===== config.mk =====
export PLATFORM = sky130hd
export DESIGN_NAME = slc3_datapath_v2_flat
export DESIGN_NICKNAME = d
export VERILOG_FILES = /design/src/rtl/slc3_pkg.sv /design/src/rtl/slc3_datapath_v2_if.sv /design/src/rtl/slc3_mem_if.sv /design/src/rtl/slc3_datapath_v2.sv /design/src/flat_wrapper.sv
export SDC_FILE = /design/constraint.sdc
export NUM_CORES = 1
export LEC_CHECK = 0
export BUFFER_PORTS_ARGS = -buffer_cell sky130_fd_sc_hd__buf_2
export CAP_MARGIN = 20
export CORE_MARGIN = 1.5
export CORE_UTILIZATION = 39
export DETAILED_ROUTE_END_ITERATION = 10
export HOLD_SLACK_MARGIN = 0.1
export PLACE_DENSITY = 0.62
export SKIP_CTS_REPAIR_TIMING = 1
export SLEW_MARGIN = 20
export SYNTH_ARGS = -nofsm -noshare
export SYNTH_HDL_FRONTEND = slang
export SYNTH_SLANG_ARGS = --single-unit
export TNS_END_PERCENT = 100

===== constraint.sdc =====
create_clock -name clk -period 5.54 [get_ports clk]
set_input_delay 0.277 -clock clk [delete_from_list [all_inputs] [get_ports clk]]
set_output_delay 0.277 -clock clk [all_outputs]
set_load 0.01 [all_outputs]

===== src/rtl/slc3_pkg.sv =====
// Shared types and constants for the SLC-3 datapath (v2).
package slc3_pkg;

  typedef enum logic [1:0] {
    ALU_ADD   = 2'b00,
    ALU_AND   = 2'b01,
    ALU_NOTA  = 2'b10,
    ALU_PASSA = 2'b11
  } alu_op_e;

  typedef enum logic [1:0] {
    PCM_INC   = 2'b00,
    PCM_BUS   = 2'b01,
    PCM_ADDER = 2'b10,
    PCM_HOLD  = 2'b11
  } pcmux_e;

  typedef enum logic [1:0] {
    A2_ZERO  = 2'b00,
    A2_OFF6  = 2'b01,
    A2_OFF9  = 2'b10,
    A2_OFF11 = 2'b11
  } addr2mux_e;

  typedef enum logic [1:0] {
    IDLE   = 2'b00,
    ACCESS = 2'b01,
    DONE   = 2'b10
  } mem_state_e;

  // Condition codes are packed {N,Z,P}
  localparam logic [2:0] CC_N   = 3'b100;
  localparam logic [2:0] CC_Z   = 3'b010;
  localparam logic [2:0] CC_P   = 3'b001;
  localparam logic [2:0] R7_IDX = 3'd7;

endpackage


===== src/rtl/slc3_datapath_v2_if.sv =====
// Memory-side request/acknowledge bus of the SLC-3 datapath.
interface slc3_datapath_v2_if #(
  parameter int unsigned DATA_W = 16
);
  logic              mem_req;
  logic              mem_we;
  logic [DATA_W-1:0] mem_addr;
  logic [DATA_W-1:0] mem_wdata;
  logic [DATA_W-1:0] mem_rdata;
  logic              mem_ack;

  modport master (
    output mem_req, mem_we, mem_addr, mem_wdata,
    input  mem_rdata, mem_ack
  );

  modport slave (
    input  mem_req, mem_we, mem_addr, mem_wdata,
    output mem_rdata, mem_ack
  );
endinterface


===== src/rtl/slc3_mem_if.sv =====
// Memory access engine: IDLE -> ACCESS -> DONE -> IDLE.
// Latches address/data/direction at start, holds mem_req until ack,
// and tells the datapath when and what to capture into MDR.
// Optional macro MEM_TIMEOUT_EN adds an ACCESS-cycle timeout with sticky error.
module slc3_mem_if
  import slc3_pkg::*;
#(
  parameter int unsigned DATA_W = 16
`ifdef MEM_TIMEOUT_EN
  , parameter int unsigned TIMEOUT_CYC = 16
`endif
) (
  input  logic              clk,
  input  logic              reset,
  input  logic              start_i,
  input  logic              we_i,
  input  logic [DATA_W-1:0] mar_i,
  input  logic [DATA_W-1:0] mdr_i,
  slc3_datapath_v2_if.master mem,
  output logic              busy_o,
  output logic              done_o,
  output logic              err_o,
  output logic              cap_en_o,
  output logic [DATA_W-1:0] cap_data_o
);

  mem_state_e        state_q;
  logic              req_q, we_q, busy_q, done_q;
  logic [DATA_W-1:0] addr_q, wdata_q;
  logic              timeout;

`ifdef MEM_TIMEOUT_EN
  localparam int unsigned CNT_W = (TIMEOUT_CYC > 1) ? $clog2(TIMEOUT_CYC) : 1;

  logic [CNT_W-1:0] cnt_q;
  logic             err_q;

  // Fires in the last permitted ACCESS cycle; an ack in that cycle still wins
  assign timeout = (state_q == ACCESS) && !mem.mem_ack &&
                   (cnt_q == CNT_W'(TIMEOUT_CYC - 1));

  // Count ACCESS cycles; sticky error on timeout
  always_ff @(posedge clk) begin
    if (reset) begin
      cnt_q <= '0;
      err_q <= 1'b0;
    end else begin
      if (state_q != ACCESS) cnt_q <= '0;
      else if (!timeout)     cnt_q <= cnt_q + CNT_W'(1);
      if (timeout) err_q <= 1'b1;
    end
  end

  assign err_o = err_q;
`else
  assign timeout = 1'b0;
  assign err_o   = 1'b0;
`endif

  // Engine FSM with registered handshake and status outputs
  always_ff @(posedge clk) begin
    if (reset) begin
      state_q <= IDLE;
      req_q   <= 1'b0;
      we_q    <= 1'b0;
      addr_q  <= '0;
      wdata_q <= '0;
      busy_q  <= 1'b0;
      done_q  <= 1'b0;
    end else begin
      unique case (state_q)
        IDLE: begin
          done_q <= 1'b0;
          if (start_i) begin
            addr_q  <= mar_i;
            wdata_q <= mdr_i;
            we_q    <= we_i;
            req_q   <= 1'b1;
            busy_q  <= 1'b1;
            state_q <= ACCESS;
          end
        end
        ACCESS: begin
          if (mem.mem_ack || timeout) begin
            req_q   <= 1'b0;
            done_q  <= 1'b1;
            state_q <= DONE;
          end
        end
        DONE: begin
          done_q  <= 1'b0;
          busy_q  <= 1'b0;
          state_q <= IDLE;
        end
        default: begin
          req_q   <= 1'b0;
          done_q  <= 1'b0;
          busy_q  <= 1'b0;
          state_q <= IDLE;
        end
      endcase
    end
  end

  assign mem.mem_req   = req_q;
  assign mem.mem_we    = we_q;
  assign mem.mem_addr  = addr_q;
  assign mem.mem_wdata = wdata_q;

  assign busy_o     = busy_q;
  assign done_o     = done_q;
  // A timed-out read returns all ones
  assign cap_en_o   = (state_q == ACCESS) && !we_q && (mem.mem_ack || timeout);
  assign cap_data_o = mem.mem_ack ? mem.mem_rdata : '1;

endmodule


===== src/rtl/slc3_datapath_v2.sv =====
// SLC-3 datapath, second generation: bus, PC, IR, MAR, MDR, 8x register
// file, ALU, condition codes, BEN, bus-conflict detection and a
// request/acknowledge memory engine (slc3_mem_if).
// Optional macro MEM_TIMEOUT_EN enables the memory access timeout.
module slc3_datapath_v2
  import slc3_pkg::*;
#(
  parameter int unsigned       DATA_W   = 16,
  parameter logic [DATA_W-1:0] RESET_PC = '0
`ifdef MEM_TIMEOUT_EN
  , parameter int unsigned     TIMEOUT_CYC = 16
`endif
) (
  input  logic              clk,
  input  logic              reset,
  input  logic              LD_REG,
  input  logic              LD_BEN,
  input  logic              LD_CC,
  input  logic              LD_IR,
  input  logic              LD_PC,
  input  logic              LD_MAR,
  input  logic              LD_MDR,
  input  logic              GateALU,
  input  logic              GatePC,
  input  logic              GateMARMUX,
  input  logic              GateMDR,
  input  logic              SR1MUX,
  input  logic              DRMUX,
  input  logic              ADDR1MUX,
  input  logic [1:0]        ADDR2MUX,
  input  logic [1:0]        ALUK,
  input  logic [1:0]        PCMUX,
  input  logic              MEM_START,
  input  logic              MEM_WE,
  slc3_datapath_v2_if.master mem,
  output logic [DATA_W-1:0] IR,
  output logic [DATA_W-1:0] PC,
  output logic [DATA_W-1:0] MAR,
  output logic [DATA_W-1:0] MDR,
  output logic              BEN,
  output logic [2:0]        CC,
  output logic              MEM_BUSY,
  output logic              MEM_DONE,
  output logic              MEM_ERR,
  output logic              BUS_ERR
);

  logic [DATA_W-1:0] ir_q, pc_q, mar_q, mdr_q;
  logic [DATA_W-1:0] rf_q [8];
  logic [2:0]        cc_q, cc_d;
  logic              ben_q, bus_err_q;

  logic [DATA_W-1:0] bus, sr1, sr2, alu_b, alu_out;
  logic [DATA_W-1:0] addr1, addr2, adder, pc_d;
  logic [DATA_W-1:0] sext5, sext6, sext9, sext11;
  logic [2:0]        sr1_idx, dr_idx, gate_cnt;
  logic              cap_en;
  logic [DATA_W-1:0] cap_data;

  alu_op_e   alu_op;
  pcmux_e    pc_sel;
  addr2mux_e a2_sel;

  assign alu_op = alu_op_e'(ALUK);
  assign pc_sel = pcmux_e'(PCMUX);
  assign a2_sel = addr2mux_e'(ADDR2MUX);

  assign sext5  = {{(DATA_W-5){ir_q[4]}},   ir_q[4:0]};
  assign sext6  = {{(DATA_W-6){ir_q[5]}},   ir_q[5:0]};
  assign sext9  = {{(DATA_W-9){ir_q[8]}},   ir_q[8:0]};
  assign sext11 = {{(DATA_W-11){ir_q[10]}}, ir_q[10:0]};

  assign sr1_idx = SR1MUX ? ir_q[8:6] : ir_q[11:9];
  assign dr_idx  = DRMUX  ? R7_IDX    : ir_q[11:9];
  assign sr1     = rf_q[sr1_idx];
  assign sr2     = rf_q[ir_q[2:0]];
  assign alu_b   = ir_q[5] ? sext5 : sr2;

  // ALU
  always_comb begin
    alu_out = '0;
    unique case (alu_op)
      ALU_ADD:   alu_out = sr1 + alu_b;
      ALU_AND:   alu_out = sr1 & alu_b;
      ALU_NOTA:  alu_out = ~sr1;
      ALU_PASSA: alu_out = sr1;
    endcase
  end

  // Address adder operands
  always_comb begin
    addr2 = '0;
    unique case (a2_sel)
      A2_ZERO:  addr2 = '0;
      A2_OFF6:  addr2 = sext6;
      A2_OFF9:  addr2 = sext9;
      A2_OFF11: addr2 = sext11;
    endcase
  end

  assign addr1 = ADDR1MUX ? pc_q : sr1;
  assign adder = addr1 + addr2;

  assign gate_cnt = {2'b00, GateALU} + {2'b00, GatePC} +
                    {2'b00, GateMARMUX} + {2'b00, GateMDR};

  // Bus: a single enabled source drives it; none or a conflict yields zero
  always_comb begin
    bus = '0;
    if (gate_cnt == 3'd1) begin
      if (GateALU)         bus = alu_out;
      else if (GatePC)     bus = pc_q;
      else if (GateMARMUX) bus = adder;
      else                 bus = mdr_q;
    end
  end

  // Condition codes derived from the bus
  always_comb begin
    cc_d = CC_P;
    if (bus[DATA_W-1])  cc_d = CC_N;
    else if (bus == '0) cc_d = CC_Z;
  end

  // PC next value
  always_comb begin
    pc_d = pc_q;
    unique case (pc_sel)
      PCM_INC:   pc_d = pc_q + DATA_W'(1);
      PCM_BUS:   pc_d = bus;
      PCM_ADDER: pc_d = adder;
      PCM_HOLD:  pc_d = pc_q;
    endcase
  end

  // Register file write port
  always_ff @(posedge clk) begin
    if (reset) begin
      for (int unsigned i = 0; i < 8; i++) rf_q[i] <= '0;
    end else if (LD_REG) begin
      rf_q[dr_idx] <= bus;
    end
  end

  // Architectural registers, CC, BEN and sticky bus-conflict flag
  always_ff @(posedge clk) begin
    if (reset) begin
      pc_q      <= RESET_PC;
      ir_q      <= '0;
      mar_q     <= '0;
      mdr_q     <= '0;
      cc_q      <= CC_Z;
      ben_q     <= 1'b0;
      bus_err_q <= 1'b0;
    end else begin
      if (LD_PC)  pc_q  <= pc_d;
      if (LD_IR)  ir_q  <= bus;
      if (LD_MAR) mar_q <= bus;
      // Memory read capture takes priority over a same-edge LD_MDR
      if (cap_en)      mdr_q <= cap_data;
      else if (LD_MDR) mdr_q <= bus;
      if (LD_CC)  cc_q  <= cc_d;
      if (LD_BEN) ben_q <= (ir_q[11] & cc_q[2]) | (ir_q[10] & cc_q[1]) |
                           (ir_q[9]  & cc_q[0]);
      if (gate_cnt > 3'd1) bus_err_q <= 1'b1;
    end
  end

  slc3_mem_if #(
    .DATA_W      (DATA_W)
`ifdef MEM_TIMEOUT_EN
    , .TIMEOUT_CYC (TIMEOUT_CYC)
`endif
  ) u_mem (
    .clk        (clk),
    .reset      (reset),
    .start_i    (MEM_START),
    .we_i       (MEM_WE),
    .mar_i      (mar_q),
    .mdr_i      (mdr_q),
    .mem        (mem),
    .busy_o     (MEM_BUSY),
    .done_o     (MEM_DONE),
    .err_o      (MEM_ERR),
    .cap_en_o   (cap_en),
    .cap_data_o (cap_data)
  );

  assign IR      = ir_q;
  assign PC      = pc_q;
  assign MAR     = mar_q;
  assign MDR     = mdr_q;
  assign BEN     = ben_q;
  assign CC      = cc_q;
  assign BUS_ERR = bus_err_q;

endmodule


===== src/flat_wrapper.sv =====
// flat-port wrapper written by rule: the top's interface ports become plain ports
module slc3_datapath_v2_flat import slc3_pkg::*;
#(
  parameter int unsigned       DATA_W   = 16,
  parameter logic [DATA_W-1:0] RESET_PC = '0

)
  (clk, reset, LD_REG, LD_BEN, LD_CC, LD_IR, LD_PC, LD_MAR, LD_MDR, GateALU, GatePC, GateMARMUX, GateMDR, SR1MUX, DRMUX, ADDR1MUX, ADDR2MUX, ALUK, PCMUX, MEM_START, MEM_WE, IR, PC, MAR, MDR, BEN, CC, MEM_BUSY, MEM_DONE, MEM_ERR, BUS_ERR, mem_mem_req, mem_mem_we, mem_mem_addr, mem_mem_wdata, mem_mem_rdata, mem_mem_ack);
  slc3_datapath_v2_if #(.DATA_W(DATA_W)) mem_i ();
  input  logic clk;
  input  logic reset;
  input  logic LD_REG;
  input  logic LD_BEN;
  input  logic LD_CC;
  input  logic LD_IR;
  input  logic LD_PC;
  input  logic LD_MAR;
  input  logic LD_MDR;
  input  logic GateALU;
  input  logic GatePC;
  input  logic GateMARMUX;
  input  logic GateMDR;
  input  logic SR1MUX;
  input  logic DRMUX;
  input  logic ADDR1MUX;
  input  logic [1:0] ADDR2MUX;
  input  logic [1:0] ALUK;
  input  logic [1:0] PCMUX;
  input  logic MEM_START;
  input  logic MEM_WE;
  output logic [DATA_W-1:0] IR;
  output logic [DATA_W-1:0] PC;
  output logic [DATA_W-1:0] MAR;
  output logic [DATA_W-1:0] MDR;
  output logic BEN;
  output logic [2:0] CC;
  output logic MEM_BUSY;
  output logic MEM_DONE;
  output logic MEM_ERR;
  output logic BUS_ERR;
  output wire logic [$bits(mem_i.mem_req)-1:0] mem_mem_req;
  output wire logic [$bits(mem_i.mem_we)-1:0] mem_mem_we;
  output wire logic [$bits(mem_i.mem_addr)-1:0] mem_mem_addr;
  output wire logic [$bits(mem_i.mem_wdata)-1:0] mem_mem_wdata;
  input wire logic [$bits(mem_i.mem_rdata)-1:0] mem_mem_rdata;
  input wire logic [$bits(mem_i.mem_ack)-1:0] mem_mem_ack;
  assign mem_mem_req = mem_i.mem_req;
  assign mem_mem_we = mem_i.mem_we;
  assign mem_mem_addr = mem_i.mem_addr;
  assign mem_mem_wdata = mem_i.mem_wdata;
  assign mem_i.mem_rdata = mem_mem_rdata;
  assign mem_i.mem_ack = mem_mem_ack;
  slc3_datapath_v2 #(.DATA_W(DATA_W), .RESET_PC(RESET_PC)) u_core (.clk(clk), .reset(reset), .LD_REG(LD_REG), .LD_BEN(LD_BEN), .LD_CC(LD_CC), .LD_IR(LD_IR), .LD_PC(LD_PC), .LD_MAR(LD_MAR), .LD_MDR(LD_MDR), .GateALU(GateALU), .GatePC(GatePC), .GateMARMUX(GateMARMUX), .GateMDR(GateMDR), .SR1MUX(SR1MUX), .DRMUX(DRMUX), .ADDR1MUX(ADDR1MUX), .ADDR2MUX(ADDR2MUX), .ALUK(ALUK), .PCMUX(PCMUX), .MEM_START(MEM_START), .MEM_WE(MEM_WE), .mem(mem_i), .IR(IR), .PC(PC), .MAR(MAR), .MDR(MDR), .BEN(BEN), .CC(CC), .MEM_BUSY(MEM_BUSY), .MEM_DONE(MEM_DONE), .MEM_ERR(MEM_ERR), .BUS_ERR(BUS_ERR));
endmodule

==> flow_metrics.env <==
export IMPL_outcome="complete, no violations"
export IMPL_critical_path_max_fanout=11
export IMPL_yosys_area_top_type="sky130_fd_sc_hd__edfxtp_1"
export IMPL_post_synth_main_area_contributors="sky130_fd_sc_hd__edfxtp_1, sky130_fd_sc_hd__dfxtp_1, sky130_fd_sc_hd__nor2_1"
export IMPL_synthFlopType="sky130_fd_sc_hd__edfxtp_1"
export IMPL_grt_pass1_vias=13320
export IMPL_crit_buf_inv=1
export IMPL_cts_root_to_sink_buffers=3
export IMPL_detailroute_via_count=14520
export IMPL_placer_congestion_estimate=0.9546
export IMPL_instances_no_fill=2401
export IMPL_clock_skew_final_ps=24.92
export IMPL_synth_enable_flop_cells=128
export IMPL_startpoint_kind_of_the_worst_setup_timing_path="flop"
export IMPL_top_level_ports=147
export IMPL_worst_r2r_cell_count=18
export IMPL_synthArstFlopShare=0
export IMPL_r2r_end="u_core.CC[0]"
export IMPL_min_path_cells=3
export IMPL_drive_above_1_share=0.1788
export IMPL_post_synth_top_area_fraction=0.2567
export IMPL_length_of_the_first_detailed_routing_pass_in_iterations=6
export IMPL_h_tree_depth=1
export IMPL_setup_viol=0
export IMPL_antenna_found_initial=0
export IMPL_grt_remaining_overflow=0
export IMPL_global_route_usage_total=0.2800
export IMPL_floorplan_die_height_um=198.9
export IMPL_max_slew_worst_pin_slew_ps=939.9
export IMPL_slowest_library_cell_on_the_worst_path="sky130_fd_sc_hd__dfxtp_1"
export IMPL_reg2reg_from="u_core.IR[6]"
export IMPL_place_detailed_instances=2331
export IMPL_hold_violations=0
export IMPL_synth_cell_type_count=82
export IMPL_cp_cell_sequence="mux2i_2 -> buf_4 -> nor2_1 -> a21oi_1 -> a22o_1 -> mux2_2 -> ha_1 -> fa_1 -> a21oi_1 -> o21ai_0 -> a2111oi_0 -> a311oi_1 -> a221o_1 -> a21oi_2 -> a21boi_0 -> nand4_1 -> nor4b_4 -> nor4_1"
export IMPL_ys_warn_count=0
export IMPL_initial_core_util=0.3966
export IMPL_seq_cells_post_synth=238
export IMPL_setup_reg_to_reg_worst_slack_ps=230
export IMPL_relSlewSlack=0.3734
export IMPL_numCtsBuffers=27
export IMPL_worst_setup_path_type="reg -> reg"
export IMPL_critPathLaunch="u_core.IR[6]"
export IMPL_cts_root_buffer="sky130_fd_sc_hd__clkbuf_16"
export IMPL_die_w_um=198.9
export IMPL_synthCells=1736
export IMPL_design_die_area_sq_mm=0.03957
export IMPL_power_per_cell_area_mw_per_mm2=295.7
export IMPL_cp_required_ps=5950
export IMPL_fin_setup_tns_ps=0
export IMPL_synth_sequential_area_ratio=0.4038
export IMPL_clock_sinks=238
export IMPL_postRouteWirelength_mm=56.62
export IMPL_final_slew_violations=0
export IMPL_total_leakage_power_nw=6.687
export IMPL_worst_skew_pair_late_latency_ps=570
export IMPL_clk_transition_reported_paths_ps=60
export IMPL_syn_num_nets=1818
export IMPL_critPathCaptureType="flop"
export IMPL_drtAntennaViolNets=0
export IMPL_critical_path_arrival_ps=5720
export IMPL_critPathTopFamily="compound AO/OA/AOI/OAI gates"
export IMPL_detail_route_wl_per_cell_um=23.58
export IMPL_grt_first_pass_wirelength_mm=83.10
export IMPL_placement_rows=71
export IMPL_worst_setup_path_endpoint="u_core.CC[0]"
export IMPL_cap_violations=0
export IMPL_floorplan_core_area_sq_mm=0.03776
export IMPL_timing_fmax_mhz=188.3
export IMPL_drc=0
export IMPL_fin_crit_ps=5311
export IMPL_critical_path_depth=18
export IMPL_worst_path_largest_cell_delay_ps=650
export IMPL_hpwlAfterDp_mm=41.03
export IMPL_hold_path_class="in -> reg"
export IMPL_vias_per_cell=6.048
export IMPL_avgSynthCellArea_sq_um=8.624
export IMPL_syn_area_sq_mm=0.01497
export IMPL_cts_tree="done"
export IMPL_rsz0062_at_grt="no"
export IMPL_peakVddDrop_mv=0.2502
export IMPL_drt_iter0_markers=1706
export IMPL_nNetsFinal=1951
export IMPL_critical_path_top_cell_by_count="sky130_fd_sc_hd__a21oi_1"
export IMPL_area_overhead_vs_synth_pct=17.02
export IMPL_grt_start_max_net_pins=65
export IMPL_io_buffers=145
export IMPL_finalCritPeriodShare=0.9587
export IMPL_diodes=0
layer usage:
metal | share of wire | wire [um] | GRT usage
met1 | 0.41 | 23280 | 0.3854
met2 | 0.44 | 25110 | 0.4330
met3 | 0.11 | 6040 | 0.05697
met4 | 0.039 | 2191 | 0.1044
met5 | 0 | 0 | 0
cell usage in the layout (no fill, tap or decap), drive strengths merged, types with 8 or more instances in the layout:
cell         instances
or3                  9
o21ai              105
o211ai              16
a21oi              169
nand2b              34
nor3b                9
dlygate4sd3         19
a31oi               12
o22ai               22
clkbuf              30
buf                220
nand2              198
and3                 8
mux2i               29
a221oi               9
nor2b               36
xnor2               12
xor2                12
nor3                18
mux2                13
dfxtp              110
edfxtp             128
a21o                 8
mux4                35
a22o                 8
nor2               282
o21a                11
ha                  38
inv                 50
clkinv              13
a211oi              78
and2                15
nand3               25
sequential cells by signal, indices dropped and copies added, names as in the netlist, named ones only:
name                        cells
u_core.CC                       3
u_core.u_mem.mem.mem_wdata     16
u_core.PC                      16
u_core.MDR                     16
u_core.IR                      16
u_core.u_mem.state_q            2
u_core.u_mem.mem.mem_addr      16
u_core.u_mem.busy_o             1
u_core.u_mem.mem.mem_we         1
u_core.rf_q                   128
u_core.MAR                     16
u_core.u_mem.mem.mem_req        1
u_core.BEN                      1
u_core.BUS_ERR                  1
u_core.u_mem.done_o             1
cells by family after synthesis:
group | count (synthesis) | synth area share
xor+xnor | 24 | 0.01404
compound gates | 507 | 0.2168
other cells | 1 | 0.0002505
simple gates | 665 | 0.1975
flops | 238 | 0.4038
fa+ha+maj | 41 | 0.03577
buf+inv | 184 | 0.04981
mux | 76 | 0.08207
power by group:
group / total, mW / switching (mW) / internal, mW
clock: 1.85 / 0.761 / 1.08
sequential: 2.05 / 0.109 / 1.94
combinational: 1.28 / 0.811 / 0.471
total: 5.18 / 1.68 / 3.50
cell usage after synthesis, drive strengths merged (6+ instances only):
master / instances
a22o: 8
buf: 36
nand2b: 34
xnor2: 12
dfxtp: 110
o31ai: 6
or3: 9
mux2i: 29
or2: 7
nor4: 6
xor2: 12
a21o: 8
o21a: 11
nand2: 198
and2: 15
a211oi: 78
mux4: 35
and3: 8
mux2: 12
a21oi: 169
a221oi: 9
ha: 38
nor2: 282
nor2b: 36
o21ai: 105
nand3: 25
a22oi: 6
a2111oi: 7
clkbuf: 100
nor3b: 9
a311oi: 7
inv: 48
a31oi: 12
o211ai: 16
nor3: 18
edfxtp: 128
o22ai: 22
a211o: 6
worst min path at each step:
| stage | start | to |
|---|---|---|
| 2_1_floorplan | LD_BEN | u_core.BEN |
| 3_3_place_gp | u_core.BUS_ERR | u_core.BUS_ERR |
| 3_5_place_dp | u_core.u_mem.mem.mem_addr[1] | u_core.u_mem.mem.mem_addr[1] |
| 4_1_cts | LD_BEN | u_core.BEN |
| 5_1_grt | LD_CC | u_core.CC[0] |
| 6_report | MEM_START | u_core.u_mem.busy_o |
worst reg2reg max path, delay by kind of cell (launching register included):
family	cells	cell delay (ps)
AOI/OAI and AO/OA	9	2220
DFF	1	650
adders and majority gates	2	730
and+or+nand+nor	4	800
muxes	2	530
buffers and inverters	1	250
stage by stage:
step | setup slack [ps] | power [mW] | hold slack (ps) | cell area [sq um] | util
after floorplan | 1100 | 2.851 | 372.6 | 14970 | -
after global placement | 308.4 | 3.306 | 438.0 | 16400 | 0.4343
after detailed placement | 240.1 | 3.316 | 444.6 | 16400 | 0.4344
after CTS | 268.1 | 5.150 | -99.66 | 17310 | 0.4584
after global routing | 9.146 | 5.361 | 137.5 | 17520 | 0.4641
final | 229.1 | 5.180 | 102.4 | 17520 | 0.4641
area by class of cell:
class | instances | area [sq um]
fill | 3616 | 20230
multi-input combinational | 1315 | 8228
sequential | 238 | 6048
timing repair buffer | 239 | 1519
clock buffer | 30 | 686.9
tap | 511 | 639.4
clock inverter | 20 | 219.0
inverter | 48 | 180.2
No activity file was read; power rests on OpenSTA's default activity.
